## config.mk

```make
export PLATFORM = sky130hd
export DESIGN_NAME = fifo_uart_tx
export DESIGN_NICKNAME = d
export VERILOG_FILES = /design/src/rtl/fifo_uart_tx_pkg.sv /design/src/rtl/uart_baud_cnt.sv /design/src/rtl/fifo_uart_tx.sv
export SDC_FILE = /design/constraint.sdc
export NUM_CORES = 1
export LEC_CHECK = 0
export CAP_MARGIN = 20
export CORE_UTILIZATION = 55
export CTS_CLUSTER_SIZE = 30
export DETAILED_ROUTE_END_ITERATION = 8
export PLACE_DENSITY = 0.74
export SLEW_MARGIN = 20
export SYNTH_ARGS = -nofsm -noshare
export SYNTH_HDL_FRONTEND = slang
export SYNTH_HIERARCHICAL = 1
export SYNTH_SLANG_ARGS = --single-unit
```

## constraint.sdc

```tcl
create_clock -name i_clk -period 3.21 [get_ports i_clk]
set_input_delay 0.4815 -clock i_clk [delete_from_list [all_inputs] [get_ports i_clk]]
set_output_delay 0.4815 -clock i_clk [all_outputs]
set_load 0.02 [all_outputs]
```

## src/rtl/fifo_uart_tx_pkg.sv

```systemverilog
// Shared definitions for the FIFO-fed UART 8N1 transmitter.
package fifo_uart_tx_pkg;

    // Number of data bits per UART frame (8N1).
    localparam int unsigned UART_DATA_BITS = 8;

    // Transmitter states, fixed 3-bit encoding.
    typedef enum logic [2:0] {
        StIdle  = 3'd0,
        StPop   = 3'd1,
        StLoad  = 3'd2,
        StStart = 3'd3,
        StData  = 3'd4,
        StStop  = 3'd5
    } tx_state_e;

    // Ceiling log2, used to size counters; returns 1 for values below 3.
    function automatic int unsigned clog2(input int unsigned value);
        int unsigned width;
        int unsigned rem;
        width = 0;
        rem   = (value > 0) ? value - 1 : 0;
        for (int i = 0; i < 32; i++) begin
            if (rem != 0) begin
                width = width + 1;
                rem   = rem >> 1;
            end
        end
        if (width == 0) begin
            width = 1;
        end
        return width;
    endfunction

endpackage

```

## src/rtl/uart_baud_cnt.sv

```systemverilog
// Bit-period counter: counts 0..CLKS_PER_BIT-1 while enabled and flags the
// last cycle of each bit period. Usable by both TX and RX sides of a UART.
module uart_baud_cnt #(
    parameter int unsigned CLKS_PER_BIT = 16,
    parameter int unsigned CNT_W        = 4
) (
    input  logic             i_clk,
    input  logic             i_rst_n,
    input  logic             i_clr,
    input  logic             i_en,
    output logic [CNT_W-1:0] o_cnt,
    output logic             o_bit_end
);

    localparam logic [CNT_W-1:0] LAST_CNT = CNT_W'(CLKS_PER_BIT - 1);

    logic [CNT_W-1:0] r_cnt;
    logic             w_at_last;

    assign w_at_last = (r_cnt == LAST_CNT);
    assign o_cnt     = r_cnt;
    assign o_bit_end = i_en && w_at_last;

    // Clear has priority; otherwise count and wrap at each bit boundary.
    always_ff @(posedge i_clk or negedge i_rst_n) begin
        if (!i_rst_n) begin
            r_cnt <= '0;
        end else if (i_clr) begin
            r_cnt <= '0;
        end else if (i_en) begin
            if (w_at_last) begin
                r_cnt <= '0;
            end else begin
                r_cnt <= r_cnt + CNT_W'(1);
            end
        end
    end

endmodule

```

## src/rtl/fifo_uart_tx.sv

```systemverilog
// Pops bytes from the on-chip byte FIFO (1-cycle read latency) and sends each
// as UART 8N1, LSB first. All outputs come straight from flops.
module fifo_uart_tx
    import fifo_uart_tx_pkg::*;
#(
    parameter int unsigned CLK_FREQ = 24000000,
    parameter int unsigned BAUD     = 115200
) (
    input  logic                      i_clk,
    input  logic                      i_rst_n,
    input  logic                      i_enable,
    input  logic                      i_fifo_empty,
    input  logic [UART_DATA_BITS-1:0] i_fifo_do,
    output logic                      o_fifo_re,
    output logic                      o_uart_tx,
    output logic                      o_busy,
    output logic                      o_byte_done
);

    localparam int unsigned CLKS_PER_BIT = CLK_FREQ / BAUD;
    localparam int unsigned CNT_W        = clog2(CLKS_PER_BIT);
    localparam int unsigned IDX_W        = clog2(UART_DATA_BITS);

    localparam logic [IDX_W-1:0] LAST_BIT      = IDX_W'(UART_DATA_BITS - 1);
    // byte_done is registered, so it is armed one cycle before the stop bit ends.
    localparam logic [CNT_W-1:0] DONE_ARM_CNT  = CNT_W'(CLKS_PER_BIT - 2);

    if (CLKS_PER_BIT < 4) begin : g_bad_baud
        $error("fifo_uart_tx: CLK_FREQ/BAUD must be at least 4");
    end

    tx_state_e                 r_state;
    logic [UART_DATA_BITS-1:0] r_shift;
    logic [IDX_W-1:0]          r_bit_idx;
    logic                      r_tx;
    logic                      r_fifo_re;
    logic                      r_busy;
    logic                      r_byte_done;

    logic                      w_cnt_en;
    logic                      w_bit_end;
    logic [CNT_W-1:0]          w_cnt;

    // Baud counter runs only while a bit is on the line; held at 0 otherwise.
    always_comb begin
        w_cnt_en = 1'b0;
        if (r_state == StStart || r_state == StData || r_state == StStop) begin
            w_cnt_en = 1'b1;
        end
    end

    uart_baud_cnt #(
        .CLKS_PER_BIT(CLKS_PER_BIT),
        .CNT_W       (CNT_W)
    ) u_baud_cnt (
        .i_clk    (i_clk),
        .i_rst_n  (i_rst_n),
        .i_clr    (!w_cnt_en),
        .i_en     (w_cnt_en),
        .o_cnt    (w_cnt),
        .o_bit_end(w_bit_end)
    );

    // Frame FSM; line level and strobes are updated on the same edge as the
    // state so every output lines up exactly with its state.
    always_ff @(posedge i_clk or negedge i_rst_n) begin
        if (!i_rst_n) begin
            r_state     <= StIdle;
            r_shift     <= '0;
            r_bit_idx   <= '0;
            r_tx        <= 1'b1;
            r_fifo_re   <= 1'b0;
            r_busy      <= 1'b0;
            r_byte_done <= 1'b0;
        end else begin
            r_fifo_re   <= 1'b0;
            r_byte_done <= 1'b0;
            unique case (r_state)
                StIdle: begin
                    if (i_enable && !i_fifo_empty) begin
                        r_state   <= StPop;
                        r_fifo_re <= 1'b1;
                        r_busy    <= 1'b1;
                    end
                end
                StPop: begin
                    r_state <= StLoad;
                end
                StLoad: begin
                    // FIFO read data is valid now, one cycle after the strobe.
                    r_shift   <= i_fifo_do;
                    r_bit_idx <= '0;
                    r_tx      <= 1'b0;
                    r_state   <= StStart;
                end
                StStart: begin
                    if (w_bit_end) begin
                        r_tx    <= r_shift[0];
                        r_state <= StData;
                    end
                end
                StData: begin
                    if (w_bit_end) begin
                        if (r_bit_idx == LAST_BIT) begin
                            r_tx    <= 1'b1;
                            r_state <= StStop;
                        end else begin
                            r_bit_idx <= r_bit_idx + IDX_W'(1);
                            r_shift   <= {1'b0, r_shift[UART_DATA_BITS-1:1]};
                            r_tx      <= r_shift[1];
                        end
                    end
                end
                StStop: begin
                    if (w_cnt == DONE_ARM_CNT) begin
                        r_byte_done <= 1'b1;
                    end
                    if (w_bit_end) begin
                        r_busy  <= 1'b0;
                        r_state <= StIdle;
                    end
                end
                default: begin
                    r_tx    <= 1'b1;
                    r_busy  <= 1'b0;
                    r_state <= StIdle;
                end
            endcase
        end
    end

    assign o_uart_tx   = r_tx;
    assign o_fifo_re   = r_fifo_re;
    assign o_busy      = r_busy;
    assign o_byte_done = r_byte_done;

endmodule

```

==> impl_metrics.ini <==
[clock_network]
cts_buffers = 3
ctsResizeCount = 0
cts_buffer_depth = 2
htreeDepth = 1
cts.sinks = 26
cts_setup_buffers = 0
worstSkewPairLatency_ns = 0.32
clockRootBuffer = clkbuf_4
tritoncts = yes
hold_buffers = 0
clk_pin_slew_ns = 0.15

[route]
drtIter0Drc = 8
via_per_inst = 5.72
vias = 1104
ant_nets = 0
drcViolationCount = 0
wire_per_inst_um = 14.3
drt-total-wl_um = 2760
dr.pass1.iters = 4

[floorplanning]
start_util = 0.577
design.core.area_um2 = 2480
fp.dieW_um = 53.0
placementRows = 18
die_y_um = 53.0
num_io_pins = 16
die_area_um2 = 2810

[cells_and_area]
nNetsFinal = 179
multi_input_area_um2 = 694
area_delta_synth_final_pct = 13.6
fillers = 203
antenna_cells = 0
ff_latch_area_um2 = 652
drive_gt1_frac = 0.0982

[sta]
finalSetupTns_ns = 0
fmax_mhz = 349
slew_headroom = 0.664
setup_viol = 0
fin_crit_ns = 2.87
finalClockSkew_ns = 0.0139
final_max_slew_viol_count = 0
worst_slack_ns = 0.345
rsz0062_at_grt = false
finalHoldViolCount = 0
tightest_slew_ns = 0.502
min_period_over_period = 0.893

[global_routing]
antenna_found_initial = 0
grt_start_max_net_pins = 27
overflow = 0
grt_pass1_vias = 1013
grt_pass1_wl_um = 4420
grt_usage = 0.220

[yosys]
yosysMostFrequentCell = dfrtp_1
synth_area_leader_cell = dfrtp_1
synth_area_um2 = 1430
synth.distinct_cells = 41
synth.area.mux_share = 0.0639
yosys-top-cells-count = 25 x dfrtp_1, 17 x nor2_1, 15 x a21oi_1
netlist.area_leader.share = 0.437
ys_warn_count = 6
synth_xor_area_frac = 0.0245
async_flop_share = 1.00
ys.flop_type = dfrtp_1
synthesis.nets = 163
synth_compound_area_frac = 0.177
synthSimpleGateAreaFrac = 0.194
yosys.area_share.adder = 0.0262
postSynthCellCount = 148
synth_top_family_by_area = simple AND/OR/NAND/NOR gates
avgSynthCellArea_um2 = 9.66
synth-seq-area-share = 0.456
synth_seq_cells = 26
synth_area_leaders = dfrtp_1 44%, mux2i_1 5.6%, a21oi_1 5.2%
synth_edf_count = 0

[min_path]
hold_class = input port to async pin

[power]
vdd_drop_max_v = 0.000251
p_per_area_nw_per_um2 = 313
power_leakage_nw = 0.779

[place]
port-buffer-count = 15
hpwl_um = 2000
gp_congestion = 0.805
dp_worst_setup_slack_ns = 0.438

[setup_path]
cp-end-kind = flip-flop
start_kind = flip-flop
path_class = flip-flop to flip-flop
critPathRequiredTime_ns = 3.45
arrival_ns = 3.11
path_max_fanout = 12

[status]
status = finished clean

[job]
cap_viol_max_count = 0
==> power by group <==
| part | total [mW] | internal [mW] | switching [mW] |
|---|---|---|---|
| logic | 0.0296 | 0.0172 | 0.0124 |
| registers | 0.336 | 0.333 | 0.00297 |
| clock network | 0.144 | 0.0486 | 0.0953 |
| total | 0.509 | 0.398 | 0.111 |
==> state kept, by name, summed over array words and instances (netlist names) <==
name and cells:
o_uart_tx 1, o_fifo_re 1, o_byte_done 1, o_busy 1, r_shift 8, r_bit_idx 3, r_state 3, u_baud_cnt/o_cnt 8
==> cell usage in the layout (no fill, tap or decap), types with 2 or more instances in the layout <==
cell / Yosys / routed
nand2_1: 11 / 11
nor3_1: 2 / 2
nor2b_1: 2 / 2
nand2b_1: 2 / 2
a21oi_1: 15 / 15
buf_4: 0 / 4
inv_1: 9 / 9
and3_1: 2 / 2
o21ai_0: 9 / 9
nor2_1: 17 / 17
nor4bb_1: 2 / 2
ha_1: 3 / 3
nand4_1: 5 / 5
dfrtp_1: 25 / 25
xor2_1: 3 / 3
and2_1: 2 / 2
clkdlybuf4s50_1: 0 / 15
clkbuf_4: 0 / 3
mux2i_1: 8 / 8
nand3b_1: 2 / 2
==> cell type report <==
cell class                      instances  share of cell area
Sequential cell                        26               0.401
Clock buffer                            4              0.0162
Multi-Input combinational cell        105               0.428
Timing Repair Buffer                   19               0.111
Tap cell                               30              0.0231
Inverter                                9              0.0208
==> per-layer routing <==
metal | global-route usage | wire length, µm
met4 | 0.0921 | 28
met3 | 0.0259 | 62
met1 | 0.252 | 1220
met5 | 0 | 0
met2 | 0.405 | 1450
==> through the flow <==
stage | power (mW) | hold WS (ns) | area (µm²) | utilization | instances
6_report | 0.509 | 0.527 | 1620 | 0.656 | 193
5_1_grt | 0.531 | 0.547 | 1620 | 0.656 | 193
4_1_cts | 0.517 | 0.530 | 1620 | 0.656 | 193
3_5_place_dp | 0.372 | 0.511 | 1600 | 0.645 | 189
3_3_place_gp | 0.371 | 0.488 | 1600 | 0.645 | 189
2_1_floorplan | 0.349 | 0.186 | 1430 | - | 148
==> path summary, 6_finish.rpt <==
check | cells past startpoint | start | slack, ns | end
worst min-delay path | 2 | i_rst_n | 0.53 | r_bit_idx[2]$_DFFE_PN0P_
worst max register to register | 11 | r_state[1]$_DFFE_PN0P_ | 0.34 | r_bit_idx[1]$_DFFE_PN0P_
worst min register to register | 2 | o_uart_tx$_DFFE_PN1P_ | 0.53 | o_uart_tx$_DFFE_PN1P_
min in group i_clk | 2 | o_uart_tx$_DFFE_PN1P_ | 0.53 | o_uart_tx$_DFFE_PN1P_
max in group asynchronous | 2 | i_rst_n | 2.37 | o_uart_tx$_DFFE_PN1P_
worst max-delay path | 11 | r_state[1]$_DFFE_PN0P_ | 0.34 | r_bit_idx[1]$_DFFE_PN0P_
==> critical path: stages (launching register included) <==
cell and delay, ns:
dfrtp_1 0.58, nor2b_1 0.20, buf_4 0.16, nand2_1 0.05
nand2_1 0.30, nand2_1 0.16, nor4_1 0.26, nor4bb_1 0.40
o21ba_2 0.29, buf_4 0.20, nand4_1 0.10, o21ai_0 0.09
==> logic make-up (layout without fill, tap and decap cells) <==
kind of cell	count (synthesis)	in the layout
and+or+nand+nor	53	53
AOI/OAI and AO/OA	36	36
DFF	26	26
buffers and inverters	17	32
muxes	9	9
xor gates and xnor gates	4	4
adders and majority gates	3	3
No activity file was read; power rests on OpenSTA's default activity.
